$ cat src/rtl/aes_in_packer.sv
// ---------------------------------------------------------------------------
// aes_in_packer
//   Feeds the pipelined AES-128 encryptor. Packs a byte stream into 128-bit
//   blocks (zero-padding a short final block) and drives the cipher's datain
//   and key inputs. A LATENCY-deep {valid, byte count} delay line follows
//   each issued block so that out_valid/out_bytes line up with the cipher's
//   dataout.
//
// Ports
//   clk, rst_n            clock (rising edge), async active-low reset
//   key_in, key_load      key value and load strobe (taken only when idle)
//   key_valid             a key has been loaded since reset
//   in_data/valid/last    byte stream; first byte of a block -> [127:120]
//   in_ready              byte accepted when in_valid && in_ready
//   cipher_datain/key     registered block and key to the cipher
//   blk_valid             one-cycle pulse: datain/key hold a new block
//   out_valid/out_bytes   block on cipher dataout is real / its byte count
//   blk_count             blocks issued since reset (wraps)
// ---------------------------------------------------------------------------

// One register of the valid/byte-count delay line.
module aes_in_packer_dly_stage (
    input  logic       clk,
    input  logic       rst_n,
    input  logic       d_vld,
    input  logic [4:0] d_bytes,
    output logic       q_vld,
    output logic [4:0] q_bytes
);
    always_ff @(posedge clk or negedge rst_n) begin
        if (!rst_n) begin
            q_vld   <= 1'b0;
            q_bytes <= 5'd0;
        end else begin
            q_vld   <= d_vld;
            q_bytes <= d_bytes;
        end
    end
endmodule

module aes_in_packer #(
    parameter int LATENCY = 10,
    parameter int NB      = 16
) (
    input  logic         clk,
    input  logic         rst_n,
    input  logic [127:0] key_in,
    input  logic         key_load,
    output logic         key_valid,
    input  logic [7:0]   in_data,
    input  logic         in_valid,
    input  logic         in_last,
    output logic         in_ready,
    output logic [127:0] cipher_datain,
    output logic [127:0] cipher_key,
    output logic         blk_valid,
    output logic         out_valid,
    output logic [4:0]   out_bytes,
    output logic [31:0]  blk_count
);

    logic [3:0]   byte_cnt;
    logic [127:0] asm_q;
    logic [127:0] merged;
    logic [4:0]   blk_bytes;
    logic         byte_take;
    logic         key_take;
    logic         issue;

    // A key load at a block boundary wins over a waiting byte, so the byte
    // is held off for that cycle rather than racing the key change.
    always_comb begin
        in_ready  = key_valid && !(key_load && byte_cnt == 4'd0);
        byte_take = in_valid && in_ready;
        key_take  = key_load && (byte_cnt == 4'd0) && !byte_take;
        issue     = byte_take && ((byte_cnt == 4'(NB - 1)) || in_last);
    end

    // Drop the incoming byte into its lane. Lanes beyond byte_cnt are still
    // zero in asm_q, which gives the zero padding of short blocks for free.
    for (genvar j = 0; j < NB; j++) begin : g_lane
        assign merged[127-8*j -: 8] = (byte_cnt == 4'(j)) ? in_data
                                                           : asm_q[127-8*j -: 8];
    end

    always_ff @(posedge clk or negedge rst_n) begin
        if (!rst_n) begin
            byte_cnt      <= 4'd0;
            asm_q         <= 128'd0;
            cipher_datain <= 128'd0;
            cipher_key    <= 128'd0;
            key_valid     <= 1'b0;
            blk_valid     <= 1'b0;
            blk_bytes     <= 5'd0;
            blk_count     <= 32'd0;
        end else begin
            blk_valid <= issue;
            if (byte_take) begin
                if (issue) begin
                    asm_q         <= 128'd0;
                    byte_cnt      <= 4'd0;
                    cipher_datain <= merged;
                    blk_bytes     <= {1'b0, byte_cnt} + 5'd1;
                    blk_count     <= blk_count + 32'd1;
                end else begin
                    asm_q    <= merged;
                    byte_cnt <= byte_cnt + 4'd1;
                end
            end
            // The cipher carries the key alongside each block, so changing
            // it here never disturbs blocks already in flight.
            if (key_take) begin
                cipher_key <= key_in;
                key_valid  <= 1'b1;
            end
        end
    end

    // Delay line: tap 0 is the blk_valid cycle, tap LATENCY matches dataout.
    logic [LATENCY:0]      vld_pipe;
    logic [LATENCY:0][4:0] bytes_pipe;

    assign vld_pipe[0]   = blk_valid;
    assign bytes_pipe[0] = blk_bytes;

    for (genvar g = 0; g < LATENCY; g++) begin : g_dly
        aes_in_packer_dly_stage u_stage (
            .clk     (clk),
            .rst_n   (rst_n),
            .d_vld   (vld_pipe[g]),
            .d_bytes (bytes_pipe[g]),
            .q_vld   (vld_pipe[g+1]),
            .q_bytes (bytes_pipe[g+1])
        );
    end

    assign out_valid = vld_pipe[LATENCY];
    assign out_bytes = bytes_pipe[LATENCY];

endmodule

$ cat config.mk
export PLATFORM = sky130hd
export DESIGN_NAME = aes_in_packer
export DESIGN_NICKNAME = d
export VERILOG_FILES = /design/src/rtl/aes_in_packer.sv
export SDC_FILE = /design/constraint.sdc
export NUM_CORES = 1
export LEC_CHECK = 0
export ABC_AREA = 1
export CAP_MARGIN = 20
export CELL_PAD_IN_SITES_DETAIL_PLACEMENT = 0
export CELL_PAD_IN_SITES_GLOBAL_PLACEMENT = 1
export CORE_MARGIN = 5
export CORE_UTILIZATION = 35
export CTS_CLUSTER_SIZE = 28
export DETAILED_ROUTE_END_ITERATION = 16
export PLACE_DENSITY = 0.76
export SYNTH_ARGS = -nofsm -noshare
export SYNTH_HDL_FRONTEND = slang
export SYNTH_SLANG_ARGS = --single-unit
$ cat constraint.sdc
create_clock -name clk -period 2.48 [get_ports clk]
set_input_delay 0.496 -clock clk [delete_from_list [all_inputs] [get_ports clk]]
set_output_delay 0.496 -clock clk [all_outputs]
set_load 0.05 [all_outputs]
* Word-level counts from Yosys, hierarchy flattened
Index checks and enable logic that the tools add are counted.
Storage, ports and cells: register bits 487, bits of input ports 141, logic and storage cells 74
Operators by class: add/subtract/negate cells 3, equality and inequality tests 15, muxes and demuxes 18, reduce and logical (&&, ||, !) cells 10
Operators by type and width (number):
- 128-bit 2-to-1 mux | 1
- 8-bit 2-to-1 mux | 16
- 32-bit by 1-bit adder with 32-bit output (second input constant) | 1
- 4-bit equality test (second input constant) | 8
- 4-bit by 3-bit equality test with 1-bit output (second input constant) | 4
- 4-bit by 2-bit equality test with 1-bit output (second input constant) | 2
- 4-bit by 1-bit adder with 5-bit output (second input constant) | 1
- 1-bit logical AND | 5
- 4-bit by 1-bit adder with 4-bit output (second input constant) | 1
- 4-bit by 1-bit equality test with 1-bit output (second input constant) | 1
- 4-bit zero test | 1
- 4-bit 2-to-1 mux | 1
- 1-bit zero test | 2
- 2-bit AND reduction | 1
- 1-bit logical OR | 1

* Longest topological paths before layout
Gate-level depths: netlist of the first run.
depth after elaboration 7, mapped depth 9

* By module
Synthesis of the first run repeated with hierarchy kept, for this count alone.
Unflattened totals: cells, all modules 2324, area total of the unflattened synthesis 19886.6 sq um
Modules (own cells, without submodules):
- aes_in_packer | instances 1, cells an instance 2264, area an instance 18385.1 sq um
- aes_in_packer_dly_stage | instances 10, cells an instance 6, area an instance 150.1 sq um

* Worst setup path before layout of the first run
Ideal clock, no wire load.
kind register to output, start point register byte_cnt[0], end point output in_ready, data arrival time 1576 ps, required time 1984 ps, path slack 408 ps, cell stages (with the launch flop) 7, cells stage by stage dfrtp_1 inv_1 ha_1 nand3_4 clkbuf_1 nand2_1 inv_1
Between the ends: cells in the longest elaborated chain, start to end 4
RTL lines:
- start: declaration | line 62 | logic [3:0] byte_cnt;
- start signal: assignment | line 107 | byte_cnt <= byte_cnt + 4'd1;
- 4-bit zero test | line 73 | in_ready = key_valid && !(key_load && byte_cnt == 4'd0);
- 1-bit logical AND | line 73
- 1-bit zero test | line 73
- 1-bit logical AND | line 73
- end: declaration | line 53 | output logic in_ready,
Every way passes these cells.

* Final worst setup path of the first run
start point register blk_count[14], end point output blk_count[14]
RTL lines:
- start: declaration | line 59 | output logic [31:0] blk_count
- start signal: assignment | line 104 | blk_count <= blk_count + 32'd1;
No word-level cell between the ends.

==> results of run 1 <==
## kinds of logic (layout without fill, tap and decap cells)
group,count (synthesis),count (layout),share of synthesized area (%)
simple gates,1367,1367,26.63
flops,487,487,61.30
buf+inv,251,701,5.236
compound gates,210,210,6.206
xor+xnor,7,7,0.3084
fa+ha+maj,5,5,0.3147
other cells,0,4,0
## power breakdown
group | internal, mW | total (mW) | switching (mW)
combinational | 0.230 | 0.501 | 0.272
sequential | 7.95 | 7.95 | 0
clock | 4.72 | 8.02 | 3.30
total | 12.9 | 16.5 | 3.57
## flip-flops by register name, summed over array words and instances (netlist names)
name	count
cipher_datain	128
asm_q	128
g_dly.u_stage.q_vld	10
blk_count	32
cipher_key	128
g_dly.u_stage.q_bytes	50
key_valid	1
byte_cnt	4
blk_bytes	5
blk_valid	1
## routing by layer
metal | track usage, % | part of all wire (%) | up-vias
met2 | 31.26 | 47 | 517
met1 | 24.99 | 42 | 7873
met5 | 0 | 0.021 | -
met3 | 4.914 | 7.8 | 106
met4 | 6.719 | 3.2 | 2
li1 | - | - | 7959
## worst reg2reg max path, stage by stage (launching register included)
cell and delay, ns:
dfrtp_2 0.45, ha_1 0.30, nand3_2 0.12, nand2_2 0.11, nand4_4 0.13, buf_4 0.59, nor2_1 0.14, nand2_1 0.09
nand2_1 0.05
## path summary, 6_finish.rpt
check                                            start                           to
min in group asynchronous                        rst_n                    asm_q[81]
setup reg to reg                           byte_cnt[0]                blk_count[13]
setup / recovery                         blk_count[14]                blk_count[14]
hold / removal             g_dly[4].u_stage.q_bytes[3]  g_dly[5].u_stage.q_bytes[3]
hold reg to reg            g_dly[4].u_stage.q_bytes[3]  g_dly[5].u_stage.q_bytes[3]
max in group asynchronous                        rst_n                    asm_q[66]
## area by class of cell
cell class	instances	area (um^2)	area share, %
flip-flops and latches	487	12190	45.16
multi-input cells	1589	6676	24.74
well taps	756	945.9	3.505
repair buffers	475	4906	18.18
diodes	4	10.01	0.03709
inverters	131	493.0	1.827
clock buffers	67	1469	5.443
clock inverters	28	300.3	1.113
## Yosys cell counts
cell type	instances	share of area, %
o21ai_0	137	3.4
nand3_4	2	0.18
nand3_1	23	0.58
nor3_1	2	0.050
xnor2_1	3	0.13
dfrtp_1	487	61
o211ai_1	8	0.30
nand2_1	1260	24
clkbuf_1	59	1.1
a21boi_0	50	1.9
nand4_1	12	0.38
nand4_2	1	0.063
buf_1	2	0.038
ha_1	5	0.31
nand2_2	1	0.031
nand3_2	1	0.050
a21boi_1	15	0.57
nor2_2	2	0.063
inv_1	130	2.5
xor2_1	4	0.18
buf_2	49	1.2
nand3b_1	10	0.38
nor2_1	51	0.96
buf_4	10	0.38
nor2_4	2	0.11
inv_2	1	0.019
## timing repair
item                                    CTS  global route
endpoints found under the setup margin    2             2
hold buffers                              1             0
gates resized for setup                   3             4
endpoints found under the hold margin    42             0
cloned                                    0             0
pin swaps                                 0             1
==> summary.md, run 1 <==
| Metric | Value |
|---|---|
| Status | `complete, no violations` |
| Max-slew violation count | `0` |
| Inserted Clock Buffers | `53` |
| Worst EP arrival | `1.92 ns` |
| HP Class | `flip-flop to flip-flop` |
| Most common cell after layout, fill and taps aside | `nand2_1` |
| Clock Skew | `0.01863 ns` |
| GRT Total Usage | `19.17%` |
| Drt pass-1 iters | `5` |
| Port Buffers | `437` |
| Vert. Die Dim | `248.3 um` |
| Layout area overhead | `35.76%` |
| Slowest CP cell | `clkdlybuf4s50_1` |
| Crit-path max FO | `6` |
| # rows | `87` |
| Clk_lat worst skew | `0.60 ns` |
| Die footprint | `61670 um^2` |
| Setup crit end kind | `output port` |
| Setup TNS | `0 ns` |
| Root buffer cell | `clkbuf_16` |
| GR Overflow Total | `0` |
| First-pass GRT wire length | `93340 um` |
| RSZ-0062 raised after global routing | `false` |
| CP max stage delay | `0.87 ns` |
| Longest Clk Path Bufs | `3` |
| Synthesized Nets | `2473` |
| Reg2reg setup slack | `0.37 ns` |
| Drt initial violations | `1137` |
| Sequential share of the synthesized area | `61.30%` |
| Placed Area | `25190 um^2` |
| Largest net degree at the start of global routing | `130` |
| Io pins | `438` |
| Sink Count | `487` |
| Relative slew slack | `50.42%` |
| CP top delay family | `buffers and inverters` |
| Core Area | `56280 um^2` |
| Avg Cell Area, Syn | `8.543 um^2` |
| Worst R2R Path Depth | `8` |
| DR DRC count | `0` |
| Max Cap Viol | `0` |
| Dpl cells | `3437` |
| Via Count | `16457` |
| Max Freq | `0.4141 GHz` |
| Crit Path Category | `flip-flop to output port` |
| Setup Fix Bufs, Post-CTS | `0` |
| WP data required | `1.98 ns` |
| CTS tree | `yes` |
| Routed WL | `61440 um` |
| Cells after Synth | `2327` |
| Tmin final | `2.415 ns` |
| WL/cell | `17.37 um` |
| YS warnings | `0` |
| Final #Nets | `2883` |
| Power after layout | `16.47 mW` |
| Fill count | `5314` |
| Fin util | `47.96%` |
| Pre-CTS setup slack | `0.1333 ns` |
| Post-DRT Antenna Nets | `0` |
| Die Wd | `248.3 um` |
| H-tree depth | `2` |
| Fin cells | `3537` |
| Endpoints failing hold | `0` |
| Worst path buffer plus inverter count | `1` |
| Initial antenna violation count | `5` |
| CP cell instances | `clkdlybuf4s50_1` |
| Most frequent cells in the layout | `nand2_1, dfrtp_1, clkdlybuf4s50_1` |
| Ratio of cells with drive above 1 in the final layout | `5.329%` |
| Final hold slack | `0.3460 ns` |
| Hold-critical path depth | `0` |
| Least-Margin Pin Slew | `0.7437 ns` |
| Distinct cell type count after synthesis | `26` |
| Gpl congestion | `0.7928` |
| Fin crit share | `97.39%` |
| Worst-path clk slew | `0.06 ns` |
| Via/cell ratio | `4.653` |
| Leak pwr | `13.99 nW` |
| Vias in the first global route | `16221` |
| Peak supply drop | `0.0005449 V` |
| Starting Density | `35.33%` |
| Fin worst setup slack | `0.06484 ns` |
| CP Depth | `1` |
| Pwr Density | `610.3 nW/um^2` |
| Final setup violation count | `0` |
| HPWL after detailed placement | `42020 um` |
| Final instance area | `26990 um^2` |
| #FFs+latches synth | `487` |
| Startpoint class of the critical path | `flip-flop` |
| Post-synthesis cell area | `19880 um^2` |
(Power assumes the default switching activity.)
==> run 2: changes to the inputs <==
--- a/config.mk
+++ b/config.mk
@@ -10,10 +10,11 @@
 export CELL_PAD_IN_SITES_DETAIL_PLACEMENT = 0
 export CELL_PAD_IN_SITES_GLOBAL_PLACEMENT = 1
 export CORE_MARGIN = 5
-export CORE_UTILIZATION = 35
+export CORE_UTILIZATION = 38
 export CTS_CLUSTER_SIZE = 28
 export DETAILED_ROUTE_END_ITERATION = 16
-export PLACE_DENSITY = 0.76
+export PLACE_DENSITY = 0.82
 export SYNTH_ARGS = -nofsm -noshare
 export SYNTH_HDL_FRONTEND = slang
+export SYNTH_HIERARCHICAL = 1
 export SYNTH_SLANG_ARGS = --single-unit
==> run 2 against run 1 <==
Effect of this change:
- fmax shrank 0.14%
- power grew 1.8%
- clock-buffer cell count grew 12
- cell count shrank 1.9%
- routed wire length shrank 3.1%
- sequential cell count is the same
- clock skew shrank 0.0043 ns
- critical path type unchanged
==> summary.md, run 2 <==
| Metric | Value |
|---|---|
| Status | `complete, no violations` |
| Final hold slack | `0.3438 ns` |
| Number of flops mapped to enable cells by yosys | `0` |
| Post-synth top area cell | `dfrtp_1` |
| Distinct cell type count after synthesis | `25` |
| DR DRC count | `0` |
| Max Freq | `0.4135 GHz` |
| Relative slew slack | `58.11%` |
| CP top delay family | `buffers and inverters` |
| Pwr Density | `620.4 nW/um^2` |
| Starting Density | `38.53%` |
| CP endpoint | `blk_count[19]` |
| Slowest CP cell | `clkdlybuf4s50_1` |
| Pre-CTS setup slack | `0.2243 ns` |
| Die footprint | `57010 um^2` |
| Via Count | `16473` |
| GRT Total Usage | `20.15%` |
| First-pass GRT wire length | `92350 um` |
| Fin worst setup slack | `0.06137 ns` |
| Least-Margin Pin Slew | `0.6283 ns` |
| Vert. Die Dim | `238.8 um` |
| Post-DRT Antenna Nets | `0` |
| Most frequent cells in the layout | `nand2_1, dfrtp_1, clkdlybuf4s50_1` |
| Worst reg2reg startpoint | `byte_cnt[0]` |
| HP Class | `flip-flop to flip-flop` |
| Reg2reg setup slack | `0.25 ns` |
| Drt initial violations | `1106` |
| CP Depth | `1` |
| Setup crit end kind | `output port` |
| Sink Count | `487` |
| Initial antenna violation count | `6` |
| CP max stage delay | `0.87 ns` |
| # rows | `83` |
| Tmin final | `2.419 ns` |
| Avg Cell Area, Syn | `8.557 um^2` |
| Core Area | `51610 um^2` |
| Final #Nets | `2889` |
| Port Buffers | `437` |
| Setup crit start | `blk_count[19]` |
| Registers with the most flip-flops | `asm_q (128), cipher_datain (128), cipher_key (128)` |
| WP data required | `1.98 ns` |
| Fill count | `4760` |
| Setup Fix Bufs, Post-CTS | `0` |
| Routed WL | `59560 um` |
| Final setup violation count | `0` |
| Drt pass-1 iters | `5` |
| Most frequent cells after synthesis | `nand2_1, dfrtp_1, o21ai_0, inv_1, buf_2` |
| GR Overflow Total | `0` |
| WL/cell | `17.16 um` |
| CP cell instances | `clkdlybuf4s50_1` |
| Post-synthesis cell area | `19890 um^2` |
| CTS tree | `yes` |
| Fin util | `52.39%` |
| Fin crit share | `97.53%` |
| Main flop type after synthesis | `dfrtp_1` |
| Inserted Clock Buffers | `53` |
| Vias in the first global route | `16351` |
| RSZ-0062 raised after global routing | `false` |
| Longest Clk Path Bufs | `3` |
| Layout area overhead | `35.96%` |
| Top cell type's share of synthesized area | `61.28%` |
| Worst R2R Path Depth | `9` |
| Clock Skew | `0.01437 ns` |
| Crit-path max FO | `5` |
| Cells after Synth | `2324` |
| Sequential share of the synthesized area | `61.28%` |
| Crit Path Category | `flip-flop to output port` |
| Max Cap Viol | `0` |
| YS warnings | `6` |
| Worst path buffer plus inverter count | `1` |
| #FFs+latches synth | `487` |
| Endpoints failing hold | `0` |
| Largest cells by area after synthesis | `dfrtp_1, nand2_1, o21ai_0, inv_1, a21boi_0` |
| Io pins | `438` |
| Die Wd | `238.8 um` |
| H-tree depth | `2` |
| Startpoint class of the critical path | `flip-flop` |
| Max-slew violation count | `0` |
| Count leader, synth | `nand2_1` |
| Worst R2R End | `blk_count[22]` |
| Worst EP arrival | `1.92 ns` |
| Root buffer cell | `clkbuf_16` |
| Ys async rst share | `100.0%` |
| Synthesized Nets | `2470` |
| Largest net degree at the start of global routing | `130` |
| HPWL after detailed placement | `40760 um` |
| Via/cell ratio | `4.746` |
| Most common cell after layout, fill and taps aside | `nand2_1` |
| Ratio of cells with drive above 1 in the final layout | `5.420%` |
| Worst-path clk slew | `0.06 ns` |
| Leak pwr | `14.14 nW` |
| Peak supply drop | `0.0004698 V` |
| Gpl congestion | `0.8527` |
| Clk_lat worst skew | `0.61 ns` |
| Setup TNS | `0 ns` |
==> run 2: changes by cell type in the layout (fill, tap and decap cells not counted), moves of 3 or more <==
cell             before  now
dlygate4sd2_1         1    4
clkbuf_8              9   18
clkinv_2             17   11
o21ai_0             137  140
inv_6                 4    0
buf_4                22   27
a21boi_0             50   46
clkdlybuf4s50_1     429  425
a21boi_1             15   19
==> run 2: layer usage <==
| layer | wire [um] | track usage (%) |
|---|---|---|
| met5 | 20 | 0 |
| met4 | 1386 | 5.983 |
| met3 | 4072 | 4.280 |
| met2 | 28980 | 33.86 |
| met1 | 25100 | 26.46 |
==> run 2: cell type report <==
class / instances / area, um^2 / area share, %
flip-flops and latches: 487 / 12190 / 45.08
multi-input cells: 1589 / 6679 / 24.70
repair buffers: 480 / 4935 / 18.25
clock buffers: 79 / 1625 / 6.011
well taps: 680 / 850.8 / 3.147
inverters: 132 / 496.7 / 1.837
clock inverters: 19 / 251.5 / 0.9301
diodes: 5 / 12.51 / 0.04627
==> run 2: how the worst min path moves through the flow <==
stage	start	endpoint	slack [ns]	cells past startpoint
final	g_dly[3].u_stage/q_bytes[0]	g_dly[4].u_stage/q_bytes[0]	0.34	0
after global routing	g_dly[5].u_stage/q_bytes[3]	g_dly[6].u_stage/q_bytes[3]	0.35	0
after CTS	g_dly[5].u_stage/q_vld	g_dly[6].u_stage/q_vld	0.35	0
after detailed placement	g_dly[1].u_stage/q_bytes[2]	g_dly[2].u_stage/q_bytes[2]	0.33	0
after global placement	g_dly[4].u_stage/q_vld	g_dly[5].u_stage/q_vld	0.33	0
after floorplan	rst_n	asm_q[0]	0.20	0
==> run 2: cell families (layout without fill, tap and decap cells) <==
| kind of cell | count (synthesis) | after routing | share of synthesized area (%) |
|---|---|---|---|
| XOR/XNOR | 7 | 7 | 0.3083 |
| AND/OR/NAND/NOR | 1364 | 1364 | 26.57 |
| flip-flops | 487 | 487 | 61.28 |
| buffers and inverters | 248 | 710 | 5.247 |
| adder cells (fa/ha/maj) | 5 | 5 | 0.3146 |
| other | 0 | 5 | 0 |
| AO/OA/AOI/OAI | 213 | 213 | 6.279 |
==> run 2: repair_timing <==
action	CTS	global route
resized for setup	6	4
hold buffers	1	0
endpoints found under the setup margin	5	4
hold endpoints to repair	47	0
==> run 2: power by group <==
group	leakage [nW]	total [mW]	switching, mW	internal (mW)
clock network	0.930	8.34	3.29	5.05
registers	6.75	7.95	0	7.95
logic	6.46	0.492	0.263	0.229
total	14.1	16.8	3.55	13.2
==> run 2: per-stage QoR <==
stage	area [um^2]	cells	power, mW
2_1_floorplan	19890	2324	8.120
3_3_place_gp	25120	3367	8.592
3_5_place_dp	25120	3367	8.595
4_1_cts	27020	3466	17.01
5_1_grt	27040	3471	17.37
6_report	27040	3471	16.78
